--- src/rtl/uart_burst_tx.sv ---
// uart_burst_tx
// Burst UART transmitter. A one-cycle sent_trig_i pulse latches data_length_i
// and the block then reads that many bytes from a byte buffer (addresses
// 0 .. length-1, one-cycle read latency) and sends each one as an 8N1 frame
// on uart_tx_o. A one-cycle done_o pulse marks the end of the burst.
//
// Optional build macro: UART_BURST_TX_PARITY_EN
//   defined   - an even-parity bit is sent after the data bits (8E1 frames)
//   undefined - 8N1 frames only
//
// Ports
//   S_AXI_ACLK     in   system clock, rising edge
//   S_AXI_ARESET   in   asynchronous active-high reset
//   data_length_i  in   [9:0] byte count, sampled on an accepted trigger
//   sent_trig_i    in   single-cycle start pulse
//   buf_addr_o     out  [9:0] byte buffer read address
//   buf_rd_o       out  buffer read strobe, one cycle per byte
//   buf_data_i     in   [7:0] buffer data, valid one cycle after buf_rd_o
//   uart_tx_o      out  serial line, idle high
//   busy_o         out  high from trigger acceptance until burst end
//   done_o         out  one-cycle pulse at burst end
//   byte_cnt_o     out  [9:0] bytes fully transmitted in current/last burst
module uart_burst_tx #(
    parameter int unsigned CLKS_PER_BIT = 868
) (
    input  logic       S_AXI_ACLK,
    input  logic       S_AXI_ARESET,
    input  logic [9:0] data_length_i,
    input  logic       sent_trig_i,
    output logic [9:0] buf_addr_o,
    output logic       buf_rd_o,
    input  logic [7:0] buf_data_i,
    output logic       uart_tx_o,
    output logic       busy_o,
    output logic       done_o,
    output logic [9:0] byte_cnt_o
);

`ifdef UART_BURST_TX_PARITY_EN
    typedef enum logic [2:0] {
        IDLE   = 3'd0,
        FETCH  = 3'd1,
        WAIT   = 3'd2,
        START  = 3'd3,
        DATA   = 3'd4,
        PARITY = 3'd5,
        STOP   = 3'd6
    } state_t;
`else
    typedef enum logic [2:0] {
        IDLE  = 3'd0,
        FETCH = 3'd1,
        WAIT  = 3'd2,
        START = 3'd3,
        DATA  = 3'd4,
        STOP  = 3'd6
    } state_t;
`endif

    localparam logic [15:0] BAUD_LAST = 16'(CLKS_PER_BIT - 1);

`ifdef UART_BURST_TX_PARITY_EN
    // Even parity: the bit that makes the total count of ones even.
    function automatic logic even_parity(input logic [7:0] data);
        return ^data;
    endfunction

    logic       par_r;
`endif

    state_t      state_r;
    state_t      state_s;
    logic [15:0] baud_r;
    logic [2:0]  bit_r;
    logic [7:0]  shift_r;
    logic [9:0]  len_r;
    logic [9:0]  addr_r;
    logic [9:0]  cnt_r;
    logic        rd_r;
    logic        tx_r;
    logic        busy_r;
    logic        done_r;
    logic        fin_r;
    logic        bit_end_s;
    logic        last_byte_s;
    logic        timed_s;
    logic        accept_s;

    assign bit_end_s   = (baud_r == BAUD_LAST);
    assign last_byte_s = ((cnt_r + 10'd1) == len_r);
    assign timed_s     = (state_r != IDLE) && (state_r != FETCH) && (state_r != WAIT);
    // busy_r is still high in IDLE for the single cycle while the final
    // stop bit drains from the line; triggers are ignored then too.
    assign accept_s    = (state_r == IDLE) && sent_trig_i && !busy_r &&
                         (data_length_i != 10'd0);

    // State register.
    always_ff @(posedge S_AXI_ACLK or posedge S_AXI_ARESET) begin
        if (S_AXI_ARESET) begin
            state_r <= IDLE;
        end else begin
            state_r <= state_s;
        end
    end

    // Next-state logic.
    always_comb begin
        state_s = state_r;
        case (state_r)
            IDLE: begin
                if (accept_s) state_s = FETCH;
                else          state_s = IDLE;
            end
            FETCH: state_s = WAIT;
            WAIT:  state_s = START;
            START: begin
                if (bit_end_s) state_s = DATA;
                else           state_s = START;
            end
            DATA: begin
                if (bit_end_s && (bit_r == 3'd7)) begin
`ifdef UART_BURST_TX_PARITY_EN
                    state_s = PARITY;
`else
                    state_s = STOP;
`endif
                end else begin
                    state_s = DATA;
                end
            end
`ifdef UART_BURST_TX_PARITY_EN
            PARITY: begin
                if (bit_end_s) state_s = STOP;
                else           state_s = PARITY;
            end
`endif
            STOP: begin
                if (bit_end_s) state_s = last_byte_s ? IDLE : FETCH;
                else           state_s = STOP;
            end
            default: state_s = IDLE;
        endcase
    end

    // Datapath and registered outputs. The serial line is driven from the
    // current state, so it trails the state by one cycle; done/busy are
    // delayed one cycle via fin_r to line up with the end of the stop bit.
    always_ff @(posedge S_AXI_ACLK or posedge S_AXI_ARESET) begin
        if (S_AXI_ARESET) begin
            baud_r  <= 16'd0;
            bit_r   <= 3'd0;
            shift_r <= 8'd0;
            len_r   <= 10'd0;
            addr_r  <= 10'd0;
            cnt_r   <= 10'd0;
            rd_r    <= 1'b0;
            tx_r    <= 1'b1;
            busy_r  <= 1'b0;
            done_r  <= 1'b0;
            fin_r   <= 1'b0;
`ifdef UART_BURST_TX_PARITY_EN
            par_r   <= 1'b0;
`endif
        end else begin
            rd_r   <= (state_s == FETCH);
            done_r <= 1'b0;
            fin_r  <= 1'b0;

            if (timed_s && !bit_end_s) baud_r <= baud_r + 16'd1;
            else                       baud_r <= 16'd0;

            case (state_r)
                IDLE: begin
                    if (sent_trig_i && !busy_r) begin
                        if (data_length_i == 10'd0) begin
                            done_r <= 1'b1;
                        end else begin
                            len_r  <= data_length_i;
                            cnt_r  <= 10'd0;
                            addr_r <= 10'd0;
                            busy_r <= 1'b1;
                        end
                    end
                end
                WAIT: begin
                    shift_r <= buf_data_i;
                    bit_r   <= 3'd0;
`ifdef UART_BURST_TX_PARITY_EN
                    par_r   <= even_parity(buf_data_i);
`endif
                end
                DATA: begin
                    if (bit_end_s) begin
                        shift_r <= {1'b0, shift_r[7:1]};
                        bit_r   <= bit_r + 3'd1;
                    end
                end
                STOP: begin
                    if (bit_end_s) begin
                        cnt_r <= cnt_r + 10'd1;
                        if (last_byte_s) fin_r  <= 1'b1;
                        else             addr_r <= addr_r + 10'd1;
                    end
                end
                default: begin
                end
            endcase

            if (fin_r) begin
                done_r <= 1'b1;
                busy_r <= 1'b0;
            end

            case (state_r)
                START:   tx_r <= 1'b0;
                DATA:    tx_r <= shift_r[0];
`ifdef UART_BURST_TX_PARITY_EN
                PARITY:  tx_r <= par_r;
`endif
                default: tx_r <= 1'b1;
            endcase
        end
    end

    assign buf_addr_o = addr_r;
    assign buf_rd_o   = rd_r;
    assign uart_tx_o  = tx_r;
    assign busy_o     = busy_r;
    assign done_o     = done_r;
    assign byte_cnt_o = cnt_r;

endmodule
--- config.mk ---
export PLATFORM = sky130hd
export DESIGN_NAME = uart_burst_tx
export DESIGN_NICKNAME = d
export VERILOG_FILES = /design/src/rtl/uart_burst_tx.sv
export SDC_FILE = /design/constraint.sdc
export NUM_CORES = 1
export LEC_CHECK = 0
export CAP_MARGIN = 40
export CORE_MARGIN = 5
export CORE_UTILIZATION = 25
export DETAILED_ROUTE_END_ITERATION = 6
export HOLD_SLACK_MARGIN = 0.15
export SKIP_CTS_REPAIR_TIMING = 1
export SKIP_LAST_GASP = 1
export SYNTH_ARGS = -nofsm -noshare
export SYNTH_HDL_FRONTEND = slang
export SYNTH_SLANG_ARGS = --single-unit
export TNS_END_PERCENT = 50
--- constraint.sdc ---
create_clock -name S_AXI_ACLK -period 8.5 [get_ports S_AXI_ACLK]
set_clock_uncertainty 0.2 [all_clocks]
set_input_delay 0.85 -clock S_AXI_ACLK [delete_from_list [all_inputs] [get_ports S_AXI_ACLK]]
set_output_delay 0.85 -clock S_AXI_ACLK [all_outputs]
set_load 0.02 [all_outputs]
Word level (Yosys, flattened, before mapping) --
Cells that the tools add are included.
Word-level totals: bits in registers 65, latch bits 0, memory bits (writable) 0, ROM bits 0, input bits 21, output and inout port bits 24, memories 0
Operators by class: add/sub/neg operators 4, $mul 0, divide/modulo/power cells 0, order comparisons 0, eq/ne operators 17, shifts and indexed selects 0, multiplexer cells 30, bitwise gates (word level) 1, reduce and logical (&&, ||, !) cells 23
Operators by type and width (count):
- two-way mux 10 bit | 5
- case mux 10 bit (2 select lines) | 2
- adder 10 x 1 -> 10 bit (second input constant) | 2
- case mux 3 bit (6 select lines) | 1
- adder 16 x 1 -> 16 bit (second input constant) | 1
- equality test 16 x 10 -> 1 bit (second input constant) | 1
- two-way mux 16 bit | 1
- case mux 8 bit (2 select lines) | 1
- two-way mux 1 bit | 13
- equality test 10 bit | 1
- logical NOT 10 bit | 1
- != test 2 bit (second input constant) | 5
- nonzero test 10 bit | 1
- equality test 3 bit (second input constant) | 3
- two-way mux 3 bit | 3
- logical AND 1 bit | 8
- two-way mux 8 bit | 1
- nonzero test 2 bit | 4
- equality test 3 x 1 -> 1 bit (second input constant) | 2
- equality test 3 x 2 -> 1 bit (second input constant) | 2
- case mux 3 bit (2 select lines) | 1
- AND reduction 3 bit | 2
- AND reduction 5 bit | 1
- AND reduction 4 bit | 1
- other kinds (11) | 12

Longest topological paths before layout --
depth after elaboration 7, mapped depth 10

Least setup slack after synthesis --
OpenSTA, ideal clock, no wires.
path type register -> register, start point register cnt_r[1], in the netlist byte_cnt_o[1], end point register addr_r[1], in the netlist buf_addr_o[1], library setup time 0.134 ns, arrival 2.518 ns, required time 8.166 ns, setup slack 5.648 ns, stages on the path, launching flop included 9, buffers on the path 0, cell sequence dfrtp_1 -> ha_1 -> nor3b_1 -> a2bb2oi_1 -> o311a_1 -> or4_4 -> a2111oi_4 -> nand2b_1 -> o22ai_1
Between the ends: cells in the longest elaborated chain, start to end 4
Ends and longest elaborated chain:
- from (decl) | RTL line 78 | logic [9:0] cnt_r;
- from (signal assigned) | RTL line 200 | cnt_r <= cnt_r + 10'd1;
- adder 10 x 1 -> 10 bit | RTL line 90 | assign last_byte_s = ((cnt_r + 10'd1) == len_r);
- equality test 10 bit | RTL line 90
- != test 2 bit (no line)
- AND reduction 5 bit (no line)
- to (signal assigned) | RTL line 202 | else addr_r <= addr_r + 10'd1;
- to (decl) | RTL line 77 | logic [9:0] addr_r;
No other way between the ends. A chain may end at the register's enable or synchronous reset.

Worst setup path in the final report --
start point register cnt_r[0], in the netlist byte_cnt_o[0], end point register addr_r[1], in the netlist buf_addr_o[1]
Same word-level chain as after synthesis.

==> metrics.md <==
| Metric | Value |
|---|---|
| Port buffer count | 44 |
| Seq. cell area | approximately 1600 µm² |
| Num CTS Buffers | 9 |
| Ys async rst share | 100% |
| Final Max Tran Viols | 0 |
| Critical Path End Type | flop |
| Critical Path RT | 8490 ps |
| Final HPWL DP | 6190 µm |
| Ys Warns | 0 |
| Normalized max-slew margin | 38.7% |
| CTS tree | done |
| Die area | approximately 16000 µm² |
| Clock root cell | clkbuf_16 |
| Met3 routed wirelength | 343 µm |
| Clk sinks | between 60 and 70 |
| Sequential Power Share | 43.1% |
| Highest-delay cell along the critical path | a2111oi_4 |
| Placement Rows | 43 |
| PD cells | 163 nW/µm² |
| Total gr overflow | 0 |
| Total negative slack | 0 ps |
| H-tree depth | 3 |
| CP peak stage delay | roughly 730 ps |
| Crit path DAT | 3470 ps |
| Total wire length | 8350 µm |
| Area of the core | 13800 µm² |
| Psw | around 0.00014 W |
| Fillcell total | 1438 |
| Synth Instances | roughly 380 |
| F_max | approximately 290 MHz |
| Critical path type | reg -> reg |
| Synth Flop Type | dfrtp_1 |
| Peak supply drop | 0.0000816 V |
| Syn_nets | approximately 410 |
| Starting Density | 25.3% |
| Worst R2R Start | byte_cnt_o[0]$_DFFE_PP0P_ |
| Critical path launch point type | flop |
| Wl on met1 | about 3800 µm |
| Cell with the most instances after synthesis | dfrtp_1 |
| I/O pins | 45 |
| Fin nets | 450 |
| Die Wd | ~130 µm |
| Synth Register Bits | 65 |
| Die Ht | 128 µm |
| First-pass GRT wire length | 13900 µm |
| Vias in the first global route | around 2800 |
| Final min period | between 3000 and 4000 ps |
| Hold Path Sink | busy_o$_DFFE_PP0P_ |
| Routability cong. | 0.821 |
| Vias/cell | 4.76 |
| Area of the multi-input gates | 1750 µm² |
| Hold path startpoint | fin_r$_DFF_PP0_ |
| Worst R2R Path Depth | 8 |
| DRC | 0 |
| Global Route Usage Sum | 10.6% |
| Post-synth top cells | dfrtp_1, nand2_1, nor2_1 |
| Internal reg-to-reg setup slack | around 5000 ps |
| Deepest clock path buffer count | 2 |
| Utilization after layout | 32.2% |
| Worst path depth | 8 |
| Via count | about 2900 |
| Final period utilization | between 40 and 50% |
| Slew @ Worst Pin | 919 ps |
| Sw Ratio | around 19% |
| First drt pass iteration count | 6 |
| Mapped Area | 3500 µm² |
| Final setup viols | 0 |
| Antenna violations before repair | 0 |
| Worst-path cell chain | ha_1 > nand3_1 > o21ai_0 > o2111ai_1 > or4_4 > a2111oi_4 > nand2b_1 > o22ai_1 |
| Area contributors post-synth | dfrtp_1, nand2_1, nor2_1, xnor2_1, nand3_1 |
| Type of the most critical hold path | reg -> reg |
| Share of the synthesized area in the top cell type | 45.8% |
| Int Pwr | 0.000586 W |
| Number of max-cap violations | 0 |
| Register area share after synthesis | between 40% and 50% |
| Latest clock arrival within the worst-skew pair | 330 ps |
| Clk pwr share | 53.8% |
| RSZ-0062 raised after global routing | false |
| RR Endpoint | buf_addr_o[1]$_DFFE_PP0P_ |
| Top Metal Used | met4 |
| Outcome | finished, final reports clean |
| Synthesis-to-finish area growth | 27.2% |
| Avg WL per Cell | 13.7 µm |
| Post-synth top area cell | dfrtp_1 |
| Buf+Inv Stages, Crit Path | 0 |
| Crit Path Max Fanout | 15 |
| Hold depth | 1 |
| CP delay by family, top | compound AO/OA/AOI/OAI gates |
| Pin count of the biggest net entering global routing | 47 |
| Leak pwr | 1.93 nW |
| Number of distinct library cells after synthesis | 59 |
| Final hold violations | 0 |
| Reg clk slew, reported paths | roughly 50 ps |
| Number of synthesized flops with an enable pin | 0 |
| Antenna Nets Post-Route | 0 |
| Mean Syn Cell Area | 9.14 µm² |
| ANT cells | 0 |
| WL met2 | 4040 µm |
| Comb pwr share | 3.1% |
| Share of cells above drive strength 1 | 7.01% |
| Initial DRC Count | 206 |
[final cells by class]
class                           instances  area share, %
Clock inverter                          3           1.46
Multi-Input combinational cell        289           39.3
Tap cell                              180           5.06
Sequential cell                        65           36.6
Inverter                               10          0.843
Timing Repair Buffer                   49           11.2
Clock buffer                           12           5.54
[worst max path at each step]
stage	end	from	slack (ps)
6_report	buf_addr_o[1]$_DFFE_PP0P_	byte_cnt_o[0]$_DFFE_PP0P_	5030
5_1_grt	buf_addr_o[0]$_DFFE_PP0P_	byte_cnt_o[0]$_DFFE_PP0P_	4730
4_1_cts	buf_addr_o[1]$_DFFE_PP0P_	byte_cnt_o[0]$_DFFE_PP0P_	5030
3_5_place_dp	buf_addr_o[1]$_DFFE_PP0P_	byte_cnt_o[0]$_DFFE_PP0P_	5030
3_3_place_gp	buf_addr_o[2]$_DFFE_PP0P_	data_length_i[9]	4850
2_1_floorplan	buf_addr_o[1]$_DFFE_PP0P_	byte_cnt_o[1]$_DFFE_PP0P_	5650
[state kept, by name (all words and copies together), names as in the netlist]
signal / cells
buf_rd_o: 1
fin_r: 1
shift_r: 8
buf_addr_o: 10
baud_r: 16
busy_o: 1
done_o: 1
byte_cnt_o: 10
state_r: 3
len_r: 10
uart_tx_o: 1
bit_r: 3
[worst register-to-register path, cell delays in order (launching register included)]
cell and delay [ps]:
dfrtp_1 510, ha_1 330, nand3_1 220, o21ai_0 210
o2111ai_1 130, or4_4 500, a2111oi_4 730, nand2b_1 380
o22ai_1 140
[routing by layer]
metal | GRT usage [%] | vias to the layer above
li1 | - | 1436
met1 | 13.2 | 1385
met2 | 17.4 | 61
met3 | 3.00 | 13
met4 | 3.93 | 0
met5 | 0 | -
[kinds of logic (layout without fill, tap and decap cells)]
| group | Yosys count | count (layout) | share of synthesized area, % |
|---|---|---|---|
| and+or+nand+nor | 173 | 173 | 24.2 |
| AOI/OAI and AO/OA | 77 | 77 | 15.0 |
| DFF | 65 | 65 | 46.5 |
| buffers and inverters | 29 | 74 | 3.47 |
| xor gates and xnor gates | 23 | 23 | 5.76 |
| muxes | 11 | 11 | 3.22 |
| adders and majority gates | 5 | 5 | 1.79 |
[power by group through the flow]
stage               combinational [W]  sequential, W  clock, W
floorplan                  0.00000778       0.000318         0
global placement            0.0000212       0.000318         0
detailed placement          0.0000232       0.000318         0
CTS                         0.0000233       0.000313  0.000401
global route                0.0000255       0.000313  0.000415
finish                      0.0000223       0.000313  0.000390
[through the flow]
step / cell area [µm²] / total power, W / cells / hold slack (ps) / worst slack [ps]
after global placement: 4090 / 0.000339 / 589 / 227 / 4850
after CTS: 4450 / 0.000737 / 608 / 249 / 5030
after detailed placement: 4140 / 0.000341 / 593 / 223 / 5030
after floorplan: 3500 / 0.000326 / 383 / 205 / 5650
after global routing: 4450 / 0.000753 / 608 / 268 / 4730
final: 4450 / 0.000725 / 608 / 246 / 5030
[placed cells by master, fill, tap and decap left out, types with 8 or more instances in the layout]
master	instances
xor2_1	11
o21ai_0	19
xnor2_1	12
dfrtp_1	64
mux2i_1	9
a21oi_1	17
and3_1	8
nand3_1	20
clkdlybuf4s50_1	44
nor2_1	43
clkbuf_16	9
inv_1	9
nand2_1	57
Note: power is estimated with default switching activity, not from simulation.
